$ cat src/rtl/frame_loader.sv
// -----------------------------------------------------------------------------
// frame_loader
//
// Receives a byte stream from a UART receiver and loads complete image frames
// into a two-bank (ping-pong) RAM through a simple write port. A frame is an
// optional start marker pair, IMG_SIZE payload bytes and an end marker pair.
// Finished frames mark their bank full until the consumer releases it. The
// loader stops loading while the bank it would write next is still full.
// A malformed trailer, an idle gap inside a frame or a byte that arrives while
// the target bank is full raises a one-cycle error pulse with a cause code.
//
// Ports
//   clk              in   system clock, rising edge
//   rst_n            in   asynchronous active-low reset
//   enable_i         in   loader active; low freezes frame progress and
//                         ignores incoming bytes
//   rx_data_i        in   8-bit UART byte
//   rx_ready_i       in   one-cycle strobe, rx_data_i valid
//   release_i        in   one-cycle strobe, consumer done with a bank
//   release_bank_i   in   bank being released
//   wr_en_o          out  RAM write enable
//   wr_bank_o        out  bank currently being filled (RAM address MSB)
//   wr_addr_o        out  RAM word address within the bank
//   wr_data_o        out  RAM write data
//   image_loaded_o   out  one-cycle pulse, frame complete
//   loaded_bank_o    out  bank of the most recently completed frame
//   bank_full_o      out  per-bank "holds an unconsumed frame"
//   frame_err_o      out  one-cycle pulse on any frame error
//   err_code_o       out  cause of last error: 1 bad end, 2 timeout, 3 overrun
//   rx_count_o       out  saturating count of bytes accepted while enabled
// -----------------------------------------------------------------------------
module frame_loader #(
    parameter int         IMG_SIZE = 784,
    parameter int         ADDR_W   = 10,
    parameter bit         START_EN = 1'b1,
    parameter logic [7:0] START1   = 8'hAA,
    parameter logic [7:0] START2   = 8'h55,
    parameter logic [7:0] END1     = 8'h66,
    parameter logic [7:0] END2     = 8'hBB,
    parameter int         TIMEOUT  = 50000
) (
    input  logic              clk,
    input  logic              rst_n,
    input  logic              enable_i,
    input  logic [7:0]        rx_data_i,
    input  logic              rx_ready_i,
    input  logic              release_i,
    input  logic              release_bank_i,
    output logic              wr_en_o,
    output logic              wr_bank_o,
    output logic [ADDR_W-1:0] wr_addr_o,
    output logic [7:0]        wr_data_o,
    output logic              image_loaded_o,
    output logic              loaded_bank_o,
    output logic [1:0]        bank_full_o,
    output logic              frame_err_o,
    output logic [1:0]        err_code_o,
    output logic [15:0]       rx_count_o
);

    // Idle counter only has to reach TIMEOUT; a 1-bit stub when disabled.
    localparam int IDLE_W = (TIMEOUT < 2) ? 1 : $clog2(TIMEOUT + 1);
    localparam logic [IDLE_W-1:0] IDLE_LIMIT = IDLE_W'(TIMEOUT);
    localparam logic [ADDR_W-1:0] LAST_ADDR  = ADDR_W'(IMG_SIZE - 1);

    localparam logic [1:0] ERR_BAD_END = 2'd1;
    localparam logic [1:0] ERR_TIMEOUT = 2'd2;
    localparam logic [1:0] ERR_OVERRUN = 2'd3;

    typedef enum logic [1:0] {
        ST_SYNC,
        ST_PAYLOAD,
        ST_TRAIL1,
        ST_TRAIL2
    } state_t;

    state_t              state_q, state_d;

    // Input stage
    logic [7:0]          rx_data_q;
    logic                rx_ready_q;

    // Frame progress
    logic [ADDR_W-1:0]   byte_cnt_q, byte_cnt_d;
    logic                prev_s1_q, prev_s1_d;
    logic [IDLE_W-1:0]   idle_q, idle_d;
    logic [IDLE_W-1:0]   idle_inc;

    // Bank bookkeeping
    logic                wr_bank_q, wr_bank_d;
    logic                loaded_bank_q, loaded_bank_d;
    logic [1:0]          bank_full_q, bank_full_d;
    logic [1:0]          bank_set;

    // Registered outputs
    logic                wr_en_q, wr_en_d;
    logic [ADDR_W-1:0]   wr_addr_q, wr_addr_d;
    logic [7:0]          wr_data_q, wr_data_d;
    logic                image_loaded_q, image_loaded_d;
    logic                frame_err_q, frame_err_d;
    logic [1:0]          err_code_q, err_code_d;
    logic [15:0]         rx_count_q, rx_count_d;

    // Error request from the frame logic, applied once after the case.
    logic                err_hit;
    logic [1:0]          err_kind;
    logic                byte_acc;

    // A byte is only acted upon when it has passed the input stage and the
    // loader is enabled; bytes arriving while disabled are simply dropped.
    assign byte_acc = rx_ready_q & enable_i;

    // -------------------------------------------------------------------------
    // State register
    // -------------------------------------------------------------------------
    always_ff @(posedge clk or negedge rst_n) begin
        if (!rst_n) begin
            state_q <= ST_SYNC;
        end else begin
            state_q <= state_d;
        end
    end

    // -------------------------------------------------------------------------
    // Datapath registers
    // -------------------------------------------------------------------------
    always_ff @(posedge clk or negedge rst_n) begin
        if (!rst_n) begin
            rx_data_q      <= '0;
            rx_ready_q     <= 1'b0;
            byte_cnt_q     <= '0;
            prev_s1_q      <= 1'b0;
            idle_q         <= '0;
            wr_bank_q      <= 1'b0;
            loaded_bank_q  <= 1'b0;
            bank_full_q    <= 2'b00;
            wr_en_q        <= 1'b0;
            wr_addr_q      <= '0;
            wr_data_q      <= '0;
            image_loaded_q <= 1'b0;
            frame_err_q    <= 1'b0;
            err_code_q     <= 2'd0;
            rx_count_q     <= '0;
        end else begin
            rx_data_q      <= rx_data_i;
            rx_ready_q     <= rx_ready_i;
            byte_cnt_q     <= byte_cnt_d;
            prev_s1_q      <= prev_s1_d;
            idle_q         <= idle_d;
            wr_bank_q      <= wr_bank_d;
            loaded_bank_q  <= loaded_bank_d;
            bank_full_q    <= bank_full_d;
            wr_en_q        <= wr_en_d;
            wr_addr_q      <= wr_addr_d;
            wr_data_q      <= wr_data_d;
            image_loaded_q <= image_loaded_d;
            frame_err_q    <= frame_err_d;
            err_code_q     <= err_code_d;
            rx_count_q     <= rx_count_d;
        end
    end

    // -------------------------------------------------------------------------
    // Next-state and output logic
    // -------------------------------------------------------------------------
    always_comb begin
        state_d        = state_q;
        byte_cnt_d     = byte_cnt_q;
        prev_s1_d      = prev_s1_q;
        idle_d         = idle_q;
        idle_inc       = idle_q + 1'b1;
        wr_bank_d      = wr_bank_q;
        loaded_bank_d  = loaded_bank_q;
        bank_set       = 2'b00;
        wr_en_d        = 1'b0;
        wr_addr_d      = wr_addr_q;
        wr_data_d      = wr_data_q;
        image_loaded_d = 1'b0;
        frame_err_d    = 1'b0;
        err_code_d     = err_code_q;
        rx_count_d     = rx_count_q;
        err_hit        = 1'b0;
        err_kind       = ERR_BAD_END;

        if (byte_acc) begin
            if (rx_count_q != 16'hFFFF) begin
                rx_count_d = rx_count_q + 16'd1;
            end
            idle_d = '0;

            unique case (state_q)
                ST_SYNC: begin
                    if (bank_full_q[wr_bank_q]) begin
                        // Consumer has not freed the target bank yet.
                        err_hit  = 1'b1;
                        err_kind = ERR_OVERRUN;
                    end else if (START_EN) begin
                        // A repeated START1 keeps the hunt armed, so
                        // START1 START1 START2 still opens a frame.
                        if (prev_s1_q && (rx_data_q == START2)) begin
                            state_d    = ST_PAYLOAD;
                            byte_cnt_d = '0;
                            prev_s1_d  = 1'b0;
                        end else begin
                            prev_s1_d = (rx_data_q == START1);
                        end
                    end else begin
                        // Without markers the first byte is payload byte 0.
                        wr_en_d    = 1'b1;
                        wr_addr_d  = '0;
                        wr_data_d  = rx_data_q;
                        byte_cnt_d = ADDR_W'(1);
                        state_d    = ST_PAYLOAD;
                    end
                end

                ST_PAYLOAD: begin
                    wr_en_d   = 1'b1;
                    wr_addr_d = byte_cnt_q;
                    wr_data_d = rx_data_q;
                    if (byte_cnt_q == LAST_ADDR) begin
                        byte_cnt_d = '0;
                        state_d    = ST_TRAIL1;
                    end else begin
                        byte_cnt_d = byte_cnt_q + 1'b1;
                    end
                end

                ST_TRAIL1: begin
                    if (rx_data_q == END1) begin
                        state_d = ST_TRAIL2;
                    end else begin
                        err_hit = 1'b1;
                    end
                end

                ST_TRAIL2: begin
                    if (rx_data_q == END2) begin
                        image_loaded_d      = 1'b1;
                        loaded_bank_d       = wr_bank_q;
                        bank_set[wr_bank_q] = 1'b1;
                        wr_bank_d           = ~wr_bank_q;
                        state_d             = ST_SYNC;
                    end else begin
                        err_hit = 1'b1;
                    end
                end

                default: state_d = ST_SYNC;
            endcase
        end else if (enable_i && (state_q != ST_SYNC) && (TIMEOUT != 0)) begin
            // Idle cycle inside a frame.
            if (idle_inc == IDLE_LIMIT) begin
                err_hit  = 1'b1;
                err_kind = ERR_TIMEOUT;
            end else begin
                idle_d = idle_inc;
            end
        end

        // Every error abandons the partial frame; the same bank is refilled.
        if (err_hit) begin
            frame_err_d = 1'b1;
            err_code_d  = err_kind;
            state_d     = ST_SYNC;
            byte_cnt_d  = '0;
            prev_s1_d   = 1'b0;
            idle_d      = '0;
        end
    end

    // -------------------------------------------------------------------------
    // Bank full flags: a completion setting a bank overrides a release of the
    // same bank in the same cycle.
    // -------------------------------------------------------------------------
    for (genvar gi = 0; gi < 2; gi++) begin : g_bank
        assign bank_full_d[gi] = bank_set[gi] |
                                 (bank_full_q[gi] &
                                  ~(release_i & (release_bank_i == 1'(gi))));
    end

    assign wr_en_o        = wr_en_q;
    assign wr_bank_o      = wr_bank_q;
    assign wr_addr_o      = wr_addr_q;
    assign wr_data_o      = wr_data_q;
    assign image_loaded_o = image_loaded_q;
    assign loaded_bank_o  = loaded_bank_q;
    assign bank_full_o    = bank_full_q;
    assign frame_err_o    = frame_err_q;
    assign err_code_o     = err_code_q;
    assign rx_count_o     = rx_count_q;

endmodule

$ cat config.mk
export PLATFORM = sky130hd
export DESIGN_NAME = frame_loader
export DESIGN_NICKNAME = d
export VERILOG_FILES = /design/src/rtl/frame_loader.sv
export SDC_FILE = /design/constraint.sdc
export NUM_CORES = 1
export LEC_CHECK = 0
export CORE_MARGIN = 2
export CORE_UTILIZATION = 59
export CTS_CLUSTER_DIAMETER = 100
export DETAILED_ROUTE_END_ITERATION = 8
export MAX_ROUTING_LAYER = met4
export PLACE_DENSITY = 0.92
export SYNTH_ARGS = -nofsm -noshare
export SYNTH_HDL_FRONTEND = slang
export SYNTH_SLANG_ARGS = --single-unit
export TNS_END_PERCENT = 30
$ cat constraint.sdc
create_clock -name clk -period 4 [get_ports clk]
set_input_delay 0.6 -clock clk [delete_from_list [all_inputs] [get_ports clk]]
set_output_delay 0.6 -clock clk [all_outputs]
set_load 0.05 [all_outputs]
; ---- After elaboration in Yosys (flattened, before gate mapping)
; Cells that the tools add are included.
[word_totals]
regBits = 81
input_bits = 14
output_inout_bits = 43
[classes]
eq_ne = 17
order_cmp = 2
muxes = 48
add_sub_neg = 3
bitwise_logic = 11
reduce_logical = 16
[op_table]
columns = op, n
row1 = $mux W16, 4
row2 = $mux W10, 5
row3 = $add A16 B1 Y16 const B, 2
row4 = $mux W2, 15
row5 = $mux W1, 20
row6 = $pmux W10 S2, 1
row7 = $ne A3 B3 Y1 const B, 6
row8 = $eq A16 B16 Y1 const B, 1
row9 = $eq A8 B7 Y1 const B, 2
row10 = $eq A8 B8 Y1 const B, 2
row11 = $ne A16 B16 Y1 const B, 1
row12 = $add A10 B1 Y10 const B, 1
row13 = $eq A10 B10 Y1 const B, 1
row14 = $pmux W2 S4, 1
row15 = $reduce_and A2 Y1, 3
row16 = $reduce_and A3 Y1, 2
row17 = $reduce_and A6 Y1, 1
row18 = $reduce_bool A2 Y1, 3
row19 = $reduce_bool A3 Y1, 2
row20 = $and A1 B1 Y1, 5
row21 = $eq A2 B2 Y1 const B, 2
row22 = $not A1 Y1, 4
row23 = $reduce_and A4 Y1, 1
row24 = $logic_and A1 B1 Y1, 3
row25 = other kinds (8), 9

; ---- Depth between registers and ports, before layout
[depth]
depth_word = 8
mapped_depth = 11
depth_no_buf = 8

; ---- Worst setup path after synthesis
; Ideal clock, no wire load.
[synth_timing]
kind = flip-flop to flip-flop
from = reg wr_bank_q, in the netlist wr_bank_o
to = reg byte_cnt_q[6]
setup_slack_ns = 1.538
setup_ns = 0.077
t_arrival_ns = 2.385
t_required_ns = 3.923
synth_period_minus_slack_ns = 2.462
stages_incl_launch_ff = 7
n_path_buf = 0
cell_sequence = dfrtp_1 > mux2_4 > and4bb_2 > mux2i_1 > or3_4 > or4_1 > a21oi_1
[synth_via]
elab_chain_cells = 7
[synth_lines]
columns = item, line_no
row1 = start: declaration, 90  ; logic wr_bank_q, wr_bank_d;
row2 = start signal: assignment, 150  ; wr_bank_q <= wr_bank_d;
row3 = $mux W1 (not written as such) * (2 in series), 193  ; if (bank_full_q[wr_bank_q]) begin
row4 = $mux W1, 193
row5 = $pmux W1 S3, 191  ; unique case (state_q)
row6 = $mux W1, 185  ; if (byte_acc) begin
row7 = $ne A3 B3 Y1 (no line) (tied with other cells), --
row8 = $reduce_and A4 Y1 (no line), --
row9 = end signal: assignment, 147  ; byte_cnt_q <= byte_cnt_d;
row10 = end: declaration, 84  ; logic [ADDR_W-1:0] byte_cnt_q, byte_cnt_d;
; Mark *: on every way between the ends. The rest lies on a longest branch, timed or not. The select of a mux whose other input is x is not followed.
; A chain may end at the register's enable or synchronous reset.

; ---- Worst setup path after layout
[layout_timing]
from = reg idle_q[1]
to = reg idle_q[3]
[layout_via]
elab_chain_cells = 7
[layout_lines]
columns = item, line_no
row1 = start: declaration, 86  ; logic [IDLE_W-1:0] idle_q, idle_d;
row2 = start signal: assignment, 149  ; idle_q <= idle_d;
row3 = $add A16 B1 Y16 *, 171  ; idle_inc = idle_q + 1'b1;
row4 = $eq A16 B16 Y1, 253  ; if (idle_inc == IDLE_LIMIT) begin
row5 = $mux W1, 253
row6 = $mux W1, 251  ; end else if (enable_i && (state_q != ST_SYNC) && (TIMEOUT != 0)) begin
row7 = $mux W1, 185
row8 = $ne A3 B3 Y1 (no line) or $reduce_bool A3 Y1 (tied branches), --
row9 = $reduce_and A2 Y1 (no line), --
; Marks and branches as above.

==> reports/qor.txt <==
====================================================================================================
Count of input and output buffers                                                                 56
Layout overhead on the synthesized area                                                        17.7%
I/O pin count                                                                                     57
N_diodes                                                                                           0
Vert. Die Dim                                                                                87.3 um
Number of H-tree branching levels                                                                  3
Clock period minus worst slack                                                               2850 ps
Count of pins over their slew limit                                                                0
Number of storage elements in the synthesis netlist                                               81
Count of routing violations after the opening detailed-route iteration                           208
Total Neg Setup Slack                                                                           0 ps
Vias in the first global route                                                                 3,121
Final Hold Fails                                                                                   0
Power per standard cell area                                                             516 nW/um^2
Dominant cell by count in the synthesized netlist                                            dfrtp_1
Status                                                                                  finished, final reports clean
Vias after detailed routing                                                                    3,261
Sum of internal, switching and leakage power                                                 2.49 mW
Reported leakage power                                                                       2.07 nW
Final cycle utilization of the critical path                                                   71.2%
First-pass GRT wire length                                                                   14.7 mm
Ratio of cells with drive above 1 in the final layout                                          10.9%
Setup repair after global routing missed its margin                                               no
CP Data Arrival Time                                                                         3070 ps
Number of synthesized flops with an enable pin                                                     0
Number of buffers added for setup after CTS                                                        0
Residual DRC count                                                                                 0
Category of the worst setup path capture point                                              register
Hold/Removal Path Class                                                                 input port to async pin
Hold buffer count at cts                                                                           0
Final clock skew                                                                             13.1 ps
Dpl hpwl                                                                                     6.00 mm
Biggest area contributors in the synthesized netlist                                    dfrtp_1, mux2_2, nand2_1
Antenna violations before repair                                                                   0
Post-Syn Nets                                                                                    415
Number of warnings printed during yosys synthesis                                                  0
Area of the die                                                                            7620 um^2
Die extent in x                                                                              87.3 um
Max Cap Viol                                                                                       0
Critical setup path kind                                                                register to register
Leading area contributor after synthesis                                                     dfrtp_1
Final Non-Filler Cells                                                                           529
Summed instance area of the synthesized netlist                                            4090 um^2
CTS Buf Count                                                                                      9
Category of the worst setup path launch point                                               register
Avg Cell Area, Syn                                                                         10.4 um^2
Most used flip-flop cell after synthesis                                                     dfrtp_1
Synth top cells by count                                                                dfrtp_1, nand2_1, nand3_1, o21ai_0, mux2_2
Total overflow reported by the global router                                                       0
Number of cells after detailed placement                                                         513
Detailed-routing iteration count for the pre-antenna-repair pass                                   5
Routability Congestion                                                                         0.956
PostCTS Resize Cnt                                                                                 0
Nets@finish                                                                                      467
Clock insertion delay at the later pin of the skew report                                     360 ps
Clk root buf                                                                                clkbuf_8
Async set or reset register ratio after synthesis                                               100%
Clock-pin slew reported for the worst setup and hold paths after clock tree synthesis          80 ps
Overall routed net length                                                                    8.74 mm
Cells after synthesis                                                                            392
Transition time of the tightest slew-check pin                                                959 ps
Starting density of the core                                                                   60.6%
Worst slew margin relative to its limit                                                        36.0%
GRT Overall Usage                                                                              25.5%
Num Clock Sinks                                                                                   81
Highest Clock Rate                                                                         0.351 GHz
Antenna viol nets, final                                                                           0
Fraction of the yosys area taken by sequential cells                                           49.5%
Cell variety after synth                                                                          59
Clock Tree Buf Depth                                                                               2
Final setup violation count                                                                        0
WL/cell                                                                                      16.5 um
Largest driver fanout on the critical path                                                         8
Worst supply voltage drop on vdd                                                          0.000404 V
Yosys top cell area share                                                                      49.5%
CTS tree                                                                                         yes
Floorplan Core Area                                                                        6760 um^2
WP data required                                                                             4220 ps
Largest net degree at the start of global routing                                                 82
Total number of placement rows                                                                    30
Detail-routed via count per cell                                                                6.16
====================================================================================================
-- cells by family after synthesis --
logic type                 after synthesis  share of synthesized area (%)
adders and majority gates                9                           2.75
and+or+nand+nor                        159                           21.7
AOI/OAI and AO/OA                       67                           9.97
buffers and inverters                   30                           4.77
DFF                                     81                           49.5
xor gates and xnor gates                24                           5.14
muxes                                   22                           6.12
-- through the flow --
stage	hold WS (ps)	instance area [um^2]	util [%]	setup slack (ps)
after floorplan	304	4090	-	1540
final	401	4820	71.3	1150
after global routing	474	4820	71.3	927
after global placement	485	4610	68.3	1200
after CTS	432	4820	71.3	1190
after detailed placement	479	4610	68.3	1010
-- worst max-delay path, stage by stage (launching register included) --
cell     delay (ps)
dfrtp_1         460
ha_1            320
and3_1          290
nand4_1         210
o22ai_1         230
nand3_1         140
or4_1           730
nand2_1         220
o21ai_0         120
-- final cells by class --
cell class              instances  area [um^2]
clock buffers                  10          138
clock inverters                 6         65.1
fillers                       471         1940
inverters                      14         52.6
multi-input cells             281         1870
flip-flops and latches         81         2030
well taps                      80          100
repair buffers                 57          566
-- state kept, by name (all words and copies together) (netlist names) --
| signal | count |
|---|---|
| idle_q | 16 |
| rx_count_o | 16 |
| byte_cnt_q | 10 |
| wr_addr_o | 10 |
| rx_data_q | 8 |
| wr_data_o | 8 |
| bank_full_o | 2 |
| err_code_o | 2 |
| state_q | 2 |
| frame_err_o | 1 |
| image_loaded_o | 1 |
| loaded_bank_o | 1 |
| prev_s1_q | 1 |
| rx_ready_q | 1 |
| wr_bank_o | 1 |
| wr_en_o | 1 |
-- path summary, 6_finish.rpt --
kind                          startpoint       endpoint  slack [ps]  cells past startpoint
hold / removal                     rst_n   wr_data_o[0]         400                      1
setup reg to reg               idle_q[1]      idle_q[3]        1150                      8
hold reg to reg            rx_count_o[6]  rx_count_o[6]         500                      1
min in group clk           rx_count_o[6]  rx_count_o[6]         500                      1
setup / recovery               idle_q[1]      idle_q[3]        1150                      8
max in group asynchronous          rst_n      idle_q[8]        2990                      1
-- metal layers --
| layer | GRT usage [%] | wire length [um] |
|---|---|---|
| met1 | 32.0 | 3680 |
| met2 | 40.8 | 4360 |
| met3 | 5.78 | 503 |
| met4 | 9.09 | 191 |
| met5 | - | 0 |
-- power by group --
| group | switching [mW] | internal, mW |
|---|---|---|
| logic | 0.532 | 0.304 |
| clock network | 0.299 | 0.307 |
| registers | 0.111 | 0.932 |
| total | 0.943 | 1.54 |
-- cells in the final DEF, fill, tap and decap left out, types with 8 or more instances in the layout --
cell type        netlist  routed
a21oi_1               12      12
nand3_1               30      30
ha_1                   9       9
nand4_1               13      13
nor2_1                16      16
o21ai_0               23      23
nand2_1               41      41
xor2_1                 8       8
clkdlybuf4s50_1        0      55
clkbuf_8               5      10
mux2_2                20      20
xnor2_1               16      16
inv_1                 14      14
dfrtp_1               81      81
(Power assumes the default switching activity.)
